`config.mk`:
```
export PLATFORM = sky130hd
export DESIGN_NAME = scc_4lc_stream_encoder
export DESIGN_NICKNAME = d
export VERILOG_FILES = /design/src/rtl/scc_4lc_pkg.sv /design/src/rtl/scc_4lc_check_gen.sv /design/src/rtl/scc_4lc_stream_encoder.sv
export SDC_FILE = /design/constraint.sdc
export NUM_CORES = 1
export LEC_CHECK = 0
export BUFFER_PORTS_ARGS = -buffer_cell sky130_fd_sc_hd__buf_2
export CAP_MARGIN = 0
export CORE_ASPECT_RATIO = 1.25
export CORE_MARGIN = 2
export CORE_UTILIZATION = 55
export CTS_CLUSTER_SIZE = 25
export DETAILED_ROUTE_END_ITERATION = 10
export HOLD_SLACK_MARGIN = 0.05
export PLACE_DENSITY = 0.84
export RECOVER_POWER = 50
export SLEW_MARGIN = 15
export SYNTH_ARGS = -nofsm -noshare
export SYNTH_HDL_FRONTEND = slang
export SYNTH_SLANG_ARGS = --single-unit
```
`constraint.sdc`:
```
create_clock -name clk -period 3.52 [get_ports clk]
set_input_delay 0 -clock clk [delete_from_list [all_inputs] [get_ports clk]]
set_output_delay 0 -clock clk [all_outputs]
set_load 0.02 [all_outputs]
```
`src/rtl/scc_4lc_pkg.sv`:
```
// Shared constants and types for the SCC 4LC SEC/DAEC code.
// Used by both the stream encoder and the matching decoder.
package scc_4lc_pkg;

  localparam int MSG_W = 64;
  localparam int CHK_W = 7;
  localparam int CW_W  = 71;

  localparam logic [MSG_W-1:0] H6 = 64'h144C_99EE_9671_707D;
  localparam logic [MSG_W-1:0] H5 = 64'h73AA_D511_DD69_C843;
  localparam logic [MSG_W-1:0] H4 = 64'h309B_F366_78E5_945C;
  localparam logic [MSG_W-1:0] H3 = 64'h8E2F_F9B3_3C52_CA2E;
  localparam logic [MSG_W-1:0] H2 = 64'hCCF5_FCD9_9E29_6517;
  localparam logic [MSG_W-1:0] H1 = 64'h0A76_678A_5945_C2F6;
  localparam logic [MSG_W-1:0] H0 = 64'h5519_33CD_2CA2_E1FB;

  typedef struct packed {
    logic [MSG_W-1:0] msg;
    logic [CHK_W-1:0] chk;
  } cw_t;

endpackage

```
`src/rtl/scc_4lc_check_gen.sv`:
```
// Combinational 64-to-7 check-bit generator for SCC 4LC.
// check[i] is the parity of the message masked by row H_i.
module scc_4lc_check_gen
  import scc_4lc_pkg::*;
(
  input  logic [MSG_W-1:0] i_msg,
  output logic [CHK_W-1:0] o_chk
);

  assign o_chk[6] = ^(i_msg & H6);
  assign o_chk[5] = ^(i_msg & H5);
  assign o_chk[4] = ^(i_msg & H4);
  assign o_chk[3] = ^(i_msg & H3);
  assign o_chk[2] = ^(i_msg & H2);
  assign o_chk[1] = ^(i_msg & H1);
  assign o_chk[0] = ^(i_msg & H0);

endmodule

```
`src/rtl/scc_4lc_stream_encoder.sv`:
```
// Two-stage valid/ready SCC 4LC encoder, codeword = {msg, check}.
// SCC_4LC_ERR_INJECT_EN adds a single/double-adjacent fault injector.
module scc_4lc_stream_encoder
  import scc_4lc_pkg::*;
(
  input  logic             clk,
  input  logic             rst_n,
  input  logic             msg_valid,
  output logic             msg_ready,
  input  logic [MSG_W-1:0] msg_data,
  output logic             cw_valid,
  input  logic             cw_ready,
  output logic [CW_W-1:0]  cw_data,
  output logic [31:0]      enc_count
`ifdef SCC_4LC_ERR_INJECT_EN
  ,
  input  logic             inj_req,
  input  logic [6:0]       inj_pos,
  input  logic             inj_double,
  output logic             inj_armed
`endif
);

  logic             r_s1_valid;
  logic [MSG_W-1:0] r_s1_msg;
  logic             r_s2_valid;
  cw_t              r_s2_cw;
  logic [31:0]      r_cnt;

  logic             w_s2_ready;
  logic             w_s1_ready;
  logic             w_s2_load;
  logic [CHK_W-1:0] w_chk;
  logic [CW_W-1:0]  w_flip;

  assign w_s2_ready = !r_s2_valid || cw_ready;
  assign w_s1_ready = !r_s1_valid || w_s2_ready;
  assign w_s2_load  = w_s2_ready && r_s1_valid;

  assign msg_ready = w_s1_ready;
  assign cw_valid  = r_s2_valid;
  assign cw_data   = r_s2_cw;
  assign enc_count = r_cnt;

  scc_4lc_check_gen u_chk (
    .i_msg (r_s1_msg),
    .o_chk (w_chk)
  );

`ifdef SCC_4LC_ERR_INJECT_EN
  logic       r_inj_armed;
  logic [6:0] r_inj_pos;
  logic       r_inj_double;

  assign inj_armed = r_inj_armed;

  // Position 0 has no lower neighbour, so a double there flips one bit.
  always_comb begin
    w_flip = '0;
    if (r_inj_armed) begin
      w_flip = CW_W'(1) << r_inj_pos;
      if (r_inj_double && r_inj_pos != 7'd0)
        w_flip = w_flip | (CW_W'(1) << (r_inj_pos - 7'd1));
    end
  end

  // A new request in the load cycle re-arms for the following word.
  always_ff @(posedge clk or negedge rst_n) begin
    if (!rst_n) begin
      r_inj_armed  <= 1'b0;
      r_inj_pos    <= '0;
      r_inj_double <= 1'b0;
    end else begin
      if (w_s2_load)
        r_inj_armed <= 1'b0;
      if (inj_req && inj_pos <= 7'(CW_W - 1)) begin
        r_inj_armed  <= 1'b1;
        r_inj_pos    <= inj_pos;
        r_inj_double <= inj_double;
      end
    end
  end
`else
  assign w_flip = '0;
`endif

  always_ff @(posedge clk or negedge rst_n) begin
    if (!rst_n) begin
      r_s1_valid <= 1'b0;
      r_s1_msg   <= '0;
    end else if (msg_valid && w_s1_ready) begin
      r_s1_valid <= 1'b1;
      r_s1_msg   <= msg_data;
    end else if (w_s2_ready) begin
      r_s1_valid <= 1'b0;
    end
  end

  always_ff @(posedge clk or negedge rst_n) begin
    if (!rst_n) begin
      r_s2_valid <= 1'b0;
      r_s2_cw    <= '0;
    end else if (w_s2_ready) begin
      r_s2_valid <= r_s1_valid;
      if (r_s1_valid)
        r_s2_cw <= cw_t'({r_s1_msg, w_chk} ^ w_flip);
    end
  end

  always_ff @(posedge clk or negedge rst_n) begin
    if (!rst_n)
      r_cnt <= '0;
    else if (r_s2_valid && cw_ready && r_cnt != 32'hFFFF_FFFF)
      r_cnt <= r_cnt + 32'd1;
  end

endmodule

```
After elaboration in Yosys (flattened, before gate mapping):

Index checks and enable logic that the tools add are counted.

* register bits after elaboration: 169
* input port bits: 68
* output and inout bits: 105
* logic and storage cells: 26

* $add $sub $neg: 1
* equal/unequal tests: 1
* muxes and demuxes: 2
* reductions and logical operators: 16

Operators by type and width (number)
* 64-bit parity: 7
* 32-bit by 1-bit adder with 32-bit output, second input constant: 1
* 32-bit inequality test, second input constant: 1
* 1-bit logical AND: 3
* 1-bit zero test: 2
* 1-bit logical OR: 2
* 1-bit 2-to-1 mux: 2
* 2-bit AND reduction: 1
* 2-bit nonzero test: 1

Depth between registers and ports, before layout:

Gate-level depths: netlist (run 1).

* word-level depth: 5
* mapped depth: 6
* mapped depth without buffers: 6

By module:

Synthesis (run 1) repeated with hierarchy kept, for this count alone.

* cell total of the unflattened synthesis: 543
* area, all modules: 7997.7 um^2

By module, submodules not included
* scc_4lc_stream_encoder: instances 1, cells an instance 443, area each 6650.1 um^2, seq. area each 4229.1 um^2
* scc_4lc_check_gen: instances 1, cells an instance 100, area each 1347.5 um^2, seq. area each 0.0 um^2

Worst setup path after synthesis (run 1):

No wires, ideal clock.

* kind: register to register
* start: reg r_cnt[0] (netlist: enc_count[0])
* end: reg r_cnt[30] (netlist: enc_count[30])
* setup time: 0.125 ns
* data arrival time: 2.062 ns
* required time: 3.395 ns
* slack: 1.333 ns
* stages on the path, launching flop included: 7
* buffers on the path: 0
* period minus slack after synthesis: 2.187 ns
* path through: dfrtp_1 ha_1 nand3_1 nor4_1 nand3_1 nor3_1 mux2_2

* longest elaborated chain between the ends: 2
* elaborated cells between the ends (all ways): 3
* those cells by class: add/sub (1); eq/ne (1); reduce/logical (1)

Ends and longest elaborated chain
* start: declaration: line scc_4lc_stream_encoder.sv:28 `logic [31:0] r_cnt;`
* start signal: assignment: line scc_4lc_stream_encoder.sv:114 `r_cnt <= r_cnt + 32'd1;`
* parallel branches: the longest is 2 deep, another holds 32-bit by 1-bit adder with 32-bit output

Several ways; the timed one is not identified.
A chain may end at the register's enable or synchronous reset.

Final worst setup path (run 1):

* start: reg r_cnt[0] (netlist: enc_count[0])
* end: reg r_cnt[26] (netlist: enc_count[26])

The elaborated chain is that of the path after synthesis.

==> results of run 1 <==
==> where the power goes <==
part	total [mW]	internal, mW	leakage, nW	switching (mW)
sequential	2.68	2.34	2.03	0.346
clock	1.93	1.19	0.305	0.736
combinational	3.34	1.90	2.13	1.44
==> worst min-delay path, cell delays in order <==
cell,delay [ns]
dlygate4sd3_1,0.52
buf_2,0.09
mux2_2,0.13
==> final cells by class <==
| cell class | instances | area, um2 | area share (%) |
|---|---|---|---|
| Multi-Input combinational cell | 363 | 3640 | 35.78 |
| Clock inverter | 5 | 81.33 | 0.7995 |
| Antenna cell | 1 | 2.502 | 0.02460 |
| Sequential cell | 169 | 4229 | 41.57 |
| Inverter | 2 | 7.507 | 0.07380 |
| Timing Repair Buffer | 242 | 1450 | 14.26 |
| Tap cell | 178 | 222.7 | 2.189 |
| Clock buffer | 26 | 539.3 | 5.301 |
==> per-layer routing <==
layer,up-vias,part of all wire [%],routed length (um),GRT usage [%]
li1,2425,-,-,-
met5,-,0,0,0
met1,2747,38,7481,32.20
met4,0,2.0,386,8.902
met2,222,53,10420,46.15
met3,26,7.2,1419,7.716
==> cells in the mapped netlist (2+ instances only) <==
| cell type | instances | area share (%) |
|---|---|---|
| nand3_1 | 16 | 1.0 |
| o21ai_1 | 3 | 0.19 |
| nor2_1 | 9 | 0.43 |
| nand2_1 | 22 | 1.0 |
| xnor3_4 | 2 | 0.66 |
| inv_1 | 2 | 0.095 |
| xnor3_1 | 23 | 6.5 |
| and4_1 | 2 | 0.22 |
| and2_1 | 4 | 0.32 |
| nor3_1 | 8 | 0.51 |
| xnor2_1 | 71 | 7.8 |
| xor3_1 | 5 | 1.5 |
| and3_1 | 2 | 0.16 |
| xor2_1 | 22 | 2.4 |
| clkbuf_1 | 15 | 0.71 |
| nand2b_1 | 5 | 0.39 |
| a31oi_1 | 2 | 0.16 |
| nor4_1 | 3 | 0.24 |
| a21oi_1 | 4 | 0.25 |
| nand4_1 | 8 | 0.63 |
| mux2_2 | 134 | 19 |
| dfrtp_1 | 169 | 53 |
| o211ai_1 | 5 | 0.47 |
==> logic make-up (layout without fill, tap and decap cells) <==
group	count (synthesis)	in the layout	share of synthesized area, %
buffers and inverters	18	275	0.8523
adders and majority gates	1	1	0.1578
DFF	169	169	53.35
and+or+nand+nor	84	84	5.478
muxes	135	135	19.16
AOI/OAI and AO/OA	18	18	1.515
xor gates and xnor gates	125	125	19.48
other	0	1	0
==> metrics by stage <==
step / cell area (um2) / std cells / hold slack, ns / total power [mW]
floorplan: 7926 / 550 / -0.2956 / 5.155
global placement: 9006 / 886 / 0.09486 / 5.835
detailed placement: 9006 / 886 / 0.1026 / 5.964
CTS: 10310 / 985 / 0.2126 / 7.977
global route: 10170 / 986 / 0.3407 / 8.287
finish: 10170 / 986 / 0.3437 / 7.958
==> worst paths after layout <==
kind / cells after the start / from / to / slack [ns]
worst max-delay path: 6 / enc_count[0]$_DFFE_PN0P_ / enc_count[26]$_DFFE_PN0P_ / 1.11
worst max register to register: 6 / enc_count[0]$_DFFE_PN0P_ / enc_count[26]$_DFFE_PN0P_ / 1.11
worst min-delay path: 3 / msg_data[2] / r_s1_msg[2]$_DFFE_PN0P_ / 0.34
worst min register to register: 1 / cw_data[35]$_DFFE_PN0P_ / cw_data[35]$_DFFE_PN0P_ / 0.50
min in group asynchronous: 2 / rst_n / r_s1_msg[16]$_DFFE_PN0P_ / 0.71
max in group asynchronous: 3 / rst_n / r_s1_msg[34]$_DFFE_PN0P_ / 1.54
==> sequential cells by signal, indices dropped and copies added, names as in the netlist <==
| name | count |
|---|---|
| cw_valid | 1 |
| r_s1_msg | 64 |
| cw_data | 71 |
| r_s1_valid | 1 |
| enc_count | 32 |
==> timing repair <==
action,in CTS,in global routing
hold buffers,68,0
resized for setup,0,0
hold endpoints to repair,148,0
endpoints found under the setup margin,0,0
==> run metrics, run 1 <==
via count=between 5000 and 6000; root buffer cell=clkbuf_16; Inserted Clock Buffers=17; Nets=864; Final min period=2.410 ns; Via density=5.497; vias in the first global route=around 5800; HP Class=input port to register; Yosys cell types=37; initial antenna violation count=1; Peak VDD IR=0.5452 mV; Final WS setup=1.110 ns; Pwr Density=782.3 mW/mm2; Starting Density=55.73%; CTS clock-pin slew for the worst setup and hold paths=0.06 ns; part of the Yosys area used for sequential elements=53.35%; I/O pins=173; CTS tree=built; final setup vio count=0; post-DR wirelength/cell=around 20 um; clock sinks=between 150 and 200; clk_lat worst skew=between 0.4 and 0.5 ns; Max Cap Viol=1; pre-CTS setup slack=1.147 ns; DP HPWL=12940 um; EDFF count, synth=0; slew margin rel.=-38.08%; Chip Height=138.2 um; Slowest-stage cell, CP=nor4_1; IO Port Bufs=172; H-tree Lvls=4; buffers and inverters on the worst path=0; CTS Buffer Depth=2; Die W=around 110 um; Top delay family on crit path=simple AND/OR/NAND/NOR gates; run status=finished with violations; ys flop type=dfrtp_1; worst slew pin tran=2.071 ns; first-pass GRT wire length=31570 um; Post-Synthesis Net Count=~620; CP endpoint kind=register; commonest cells after routing, fill and taps aside=dfrtp_1, mux2_2, clkbuf_1; #FFs+latches synth=roughly 170; critical path, cell by cell=ha_1, nand3_1, nor4_1, nand3_1, nor4_1, xor2_1; setup_tns=0 ns; CP required=3.81 ns; violated checks=max-capacitance violations, max-slew violations; crit path max fanout=4; final wirelength=19700 um; Area Overhead vs Synth=28.34%; Fin. Hold Viols=0; share of cells above drive strength 1=29.86%; asr flop ratio synth=100.0%; ANT nets after route=0; CP Class=register to register; unrepaired setup endpoints after global routing=no; DR pass1 iterations=5; Worst setup SP type=register; commonest non-fill, non-tap cell in the layout=dfrtp_1; worst clock skew=0.01646 ns; setup repair bufs after CTS=0; die area=0.01539 mm2; Avg Cell Area, Syn=14.41 um2; final core area utilization=between 70% and 80%; Filler Cell Count=slightly below 1000; worst path arrival time=2.70 ns; pin count of the biggest net entering global routing=88; synthesized area=between 0.007 and 0.008 mm2; Slew Limit Fails=83; gp weighted congestion=0.8963; GRT overflow=0; leakage power=approximately 4.5 nW; DRC violations left=0; num rows=49; Syn Inst Count=550; CORE AREA=between 0.01 and 0.015 mm2; final period utilization=68.46%; Max Clk Rate=415.0 MHz; gr usage total=26.68%; DRT iter0 DRCs=344; crit-path max cell delay=~0.60 ns; number of synthesis warnings=0
Note: power is estimated with default switching activity, not from simulation.
==> inputs of run 2 (changes only) <==
- clock period: 3.52 -> 2.3 ns (I/O delays scaled with it)
==> run 2 against run 1 <==
Net effect: the flow still finishes with violations (max-capacitance violations, max-slew violations); global-route usage is 0.52 points lower; core utilization is 0.84 points higher; clock power is 45% higher; via count is 0.22% lower; power is 50% higher; sequential power is 54% higher; die area stayed put; wire length is 1.9% lower; clock skew is 0.0086 ns lower; setup slack worse by 1.1 ns; flip-flop and latch count stayed put; non-clock buffer count is 12 higher; critical path type unchanged.
==> run metrics, run 2 (synthesized netlist as in run 1, its figures left out) <==
Slowest-stage cell, CP=dfrtp_1; DP HPWL=13580 um; Chip Height=between 100 and 150 um; crit path max fanout=4; GRT overflow=0; gr usage total=26.16%; max reg flops=a little over 70; Reg-to-Reg Start=r_s1_msg[35]$_DFFE_PN0P_; commonest non-fill, non-tap cell in the layout=dfrtp_1; CP endpoint kind=register; Max Cap Viol=1; final period utilization=98.04%; worst clock skew=0.007817 ns; Max Clk Rate=roughly 440 MHz; via count=5408; ant diodes=0; final setup vio count=0; final instance area=0.01029 mm2; Stages on worst setup path=5; DR pass1 iterations=5; Nets=876; worst slew pin tran=approximately 1.8 ns; CORE AREA=0.01422 mm2; commonest cells after routing, fill and taps aside=dfrtp_1, mux2_2, buf_2; DRT iter0 DRCs=226; leakage power=4.636 nW; final std cells w/o fill=997; I/O pins=173; Placed Cells=896; Fin. Hold Viols=0; clock sinks=169; die area=about 0.015 mm2; final wirelength=about 19000 um; clk_lat worst skew=~0.42 ns; CP required=2.61 ns; pin count of the biggest net entering global routing=72; violated checks=max-capacitance violations, max-slew violations; Via density=5.424; Peak VDD IR=~0.8 mV; root buffer cell=clkbuf_16; setup_tns=0 ns; run status=finished with violations; slew margin rel.=-18.53%; CP endpoint=cw_data[1]$_DFFE_PN0P_; DP Area=around 0.0091 mm2; CTS clock-pin slew for the worst setup and hold paths=0.06 ns; reg2reg path depth=5; Pwr Density=1162 mW/mm2; crit-path max cell delay=0.46 ns; vias in the first global route=5783; IO Port Bufs=172; first-pass GRT wire length=31020 um; Top delay family on crit path=XOR/XNOR gates; HP Class=input port to register; critical path, cell by cell=xor2_2, xnor2_1, xnor3_1, xor3_1, mux2_2; Worst setup SP type=register; Hold Path Origin=msg_data[37]; Setup crit start=r_s1_msg[35]$_DFFE_PN0P_; initial antenna violation count=0; Worst Hold Depth=3; H-tree Lvls=4; Starting Density=between 50 and 60%; buffers and inverters on the worst path=0; num rows=between 40 and 50; DRC violations left=0; CTS Buffer Depth=2; CTS tree=built; Inserted Clock Buffers=17; ANT nets after route=0; Area Overhead vs Synth=29.85%; R2R Path End=cw_data[1]$_DFFE_PN0P_; share of cells above drive strength 1=a little over a third; CP Class=register to register; r2r setup slk=0.05 ns; Die W=111.4 um; Slew Limit Fails=72; Final min period=2.255 ns; worst path arrival time=2.56 ns; gp weighted congestion=0.9313; post-DR wirelength/cell=19.40 um
run 2: cell count changes in the layout (fill, tap and decap cells not counted), sizes merged:
cell      previous run  this run
buf                 68       110
clkinvlp             1         2
diode                1         0
clkbuf             132        99
clkinv               2         4
run 2: cell type report:
class | instances | area, um2
Inverter | 2 | 7.507
Clock inverter | 8 | 95.09
Multi-Input combinational cell | 363 | 3662
Sequential cell | 169 | 4229
Timing Repair Buffer | 254 | 1598
Tap cell | 178 | 222.7
Fill cell | 932 | 3931
Clock buffer | 23 | 478.0
run 2: how the worst min path moves through the flow:
stage	to	slack, ns
final	r_s1_msg[37]$_DFFE_PN0P_	0.35
after global routing	r_s1_msg[40]$_DFFE_PN0P_	0.35
after CTS	cw_data[16]$_DFFE_PN0P_	0.19
after detailed placement	cw_data[16]$_DFFE_PN0P_	0.06
after global placement	cw_data[23]$_DFFE_PN0P_	0.05
after floorplan	cw_data[0]$_DFFE_PN0P_	-0.30
run 2: layer usage:
metal  GRT usage, %  wire length [um]  vias to the layer above
li1               -                 -                     2451
met5              0                 0                        -
met1          31.35              7589                     2714
met3          5.743              1106                       44
met2          45.80             10010                      199
met4          10.85               634                        0
run 2: stage by stage:
step	power, mW	worst slack [ns]	utilization (%)	hold WS [ns]
2_1_floorplan	7.889	0.1135	-	-0.2956
3_3_place_gp	8.942	0.1391	64.11	0.05116
3_5_place_dp	9.140	0.03334	64.11	0.05880
4_1_cts	12.05	0.05941	72.98	0.1884
5_1_grt	12.48	-0.02032	72.36	0.3453
6_report	11.96	0.04508	72.36	0.3460
run 2: what timing repair did:
item / 4_1_cts / 5_1_grt
hold endpoints to repair: 135 / 0
gates resized for setup: 0 / 3
buffers inserted: 1 / 1
pin swaps: 0 / 1
hold buffers: 68 / 0
endpoints found under the setup margin: 1 / 5
run 2: where the power goes:
| part | internal, mW | total [mW] | switching (mW) | leakage, nW |
|---|---|---|---|---|
| clock network | 1.67 | 2.80 | 1.13 | 0.279 |
| registers | 3.58 | 4.12 | 0.536 | 2.03 |
| logic | 2.93 | 5.04 | 2.11 | 2.32 |
run 2: worst min-delay path, cell delays in order:
cell           delay, ns
dlygate4sd3_1       0.52
buf_2               0.09
mux2_2              0.13
==> inputs of run 3 (changes only) <==
- CORE_UTILIZATION: 55 -> 49
- PLACE_DENSITY: 0.84 -> 0.79
- clock period: 2.3 -> 1.9 ns (I/O delays scaled with it)
==> run 3 against run 2 <==
Net effect: the flow finishes with violations (negative setup slack); final cell count is 13% higher; global-route usage is 0.45 points lower; clock power is 29% higher.
==> run metrics, run 3 (synthesized netlist as in run 1, its figures left out) <==
run status=finished with violations; violated checks=negative setup slack; die area=0.01722 mm2; ant diodes=0; worst hold endpoint=r_s1_msg[53]$_DFFE_PN0P_; Final Total Pwr=15.70 mW; slew margin rel.=1.220%; Area Overhead vs Synth=45.82%; IO Port Bufs=approximately 170; Worst Hold Depth=3; Slew Limit Fails=0; I/O pins=between 150 and 200; Worst setup SP type=register; worst path arrival time=2.41 ns; CP endpoint kind=register; ANT nets after route=0; CTS tree=built; Via density=5.142; final wirelength=21880 um; crit path max fanout=3; Worst Hold Margin=roughly 0.34 ns; first-pass GRT wire length=roughly 34000 um; H-tree Lvls=4; Hold Path Origin=msg_data[53]; reg2reg path depth=5; CP required=between 2 and 2.5 ns; final period utilization=110.0%; CTS Buffer Depth=2; gr usage total=25.71%; R2R Path End=cw_data[6]$_DFFE_PN0P_; leakage power=between 5 and 6 nW; CTS clock-pin slew for the worst setup and hold paths=0.07 ns; initial antenna violation count=0; Die W=117.8 um; Reg-to-Reg Start=r_s1_msg[5]$_DFFE_PN0P_; post-DR wirelength/cell=19.38 um; Nets=969; clk_lat worst skew=0.43 ns; worst clock skew=0.007875 ns; Filler Cell Count=1075; CORE AREA=0.01601 mm2; Max Clk Rate=478.4 MHz; HP Class=input port to register; Max Cap Viol=0; r2r setup slk=-0.19 ns; DP HPWL=around 15000 um; max reg flops=71; Inserted Clock Buffers=17; vias in the first global route=6380; Final min period=2.090 ns; pre-CTS setup slack=-0.2523 ns; DR pass1 iterations=4; Chip Height=146.2 um; gp weighted congestion=0.8797; clock sinks=169; share of cells above drive strength 1=between 50 and 60%; via count=5805; Fin. Hold Viols=0; Peak VDD IR=0.9224 mV; commonest non-fill, non-tap cell in the layout=dfrtp_1; num rows=52; Final WS setup=-0.1903 ns; worst slew pin tran=~1.5 ns; DRC violations left=0; DRT iter0 DRCs=253; final setup vio count=7; unrepaired setup endpoints after global routing=yes; commonest cells after routing, fill and taps aside=dfrtp_1, mux2_2, buf_2; root buffer cell=clkbuf_16; Pwr Density=between 1000 and 1500 mW/mm2; pin count of the biggest net entering global routing=58; GRT overflow=0; setup_tns=-0.8380 ns; CP Class=register to register; Starting Density=49.52%
==> run 3: worst max path at each step <==
stage | from | to | depth (start not counted)
after floorplan | r_s1_msg[14]$_DFFE_PN0P_ | cw_data[0]$_DFFE_PN0P_ | 5
after global routing | r_s1_msg[5]$_DFFE_PN0P_ | cw_data[6]$_DFFE_PN0P_ | 5
final | r_s1_msg[5]$_DFFE_PN0P_ | cw_data[6]$_DFFE_PN0P_ | 5
after CTS | r_s1_msg[2]$_DFFE_PN0P_ | cw_data[4]$_DFFE_PN0P_ | 5
after global placement | r_s1_msg[3]$_DFFE_PN0P_ | cw_data[6]$_DFFE_PN0P_ | 5
after detailed placement | r_s1_msg[5]$_DFFE_PN0P_ | cw_data[6]$_DFFE_PN0P_ | 5
==> run 3: area by class of cell <==
type,instances,area [um2],share of cell area [%]
well taps,216,270.3,2.338
clock inverters,11,143.9,1.245
inverters,2,7.507,0.06495
repair buffers,347,2354,20.36
clock buffers,21,470.5,4.070
multi-input cells,363,4058,35.10
flip-flops and latches,169,4255,36.82
==> run 3: metrics by stage <==
stage	utilization, %	cell area (um2)	cells
global route	72.22	11560	1129
CTS	71.05	11370	1120
detailed placement	61.91	9908	1014
global placement	61.91	9908	1014
finish	72.22	11560	1129
floorplan	-	8063	550
==> run 3: where the power goes <==
part | switching (mW) | internal (mW) | total (mW)
logic | 2.86 | 4.24 | 7.10
registers | 0.645 | 4.34 | 4.99
clock network | 1.44 | 2.17 | 3.61
==> run 3: repair_timing <==
action / 4_1_cts / 5_1_grt
hold buffers: 68 / 0
setup endpoints to repair: 13 / 30
hold endpoints to repair: 235 / 0
pin swaps: 17 / 24
setup buffers: 6 / 9
resized for setup: 23 / 34
==> run 3: routing by layer <==
metal	up-vias	global-route usage [%]	part of all wire [%]
met1	2943	30.05	39
met5	-	0	0
met3	50	6.367	5.2
met4	0	10.78	3.7
met2	190	45.17	52
li1	2622	-	-
==> run 3: critical path: stages (launching register included) <==
cell and delay, ns:
dfrtp_2 0.45, xor2_2 0.24, xnor3_1 0.49, xnor2_2 0.22, xnor3_1 0.33, mux2_2 0.26
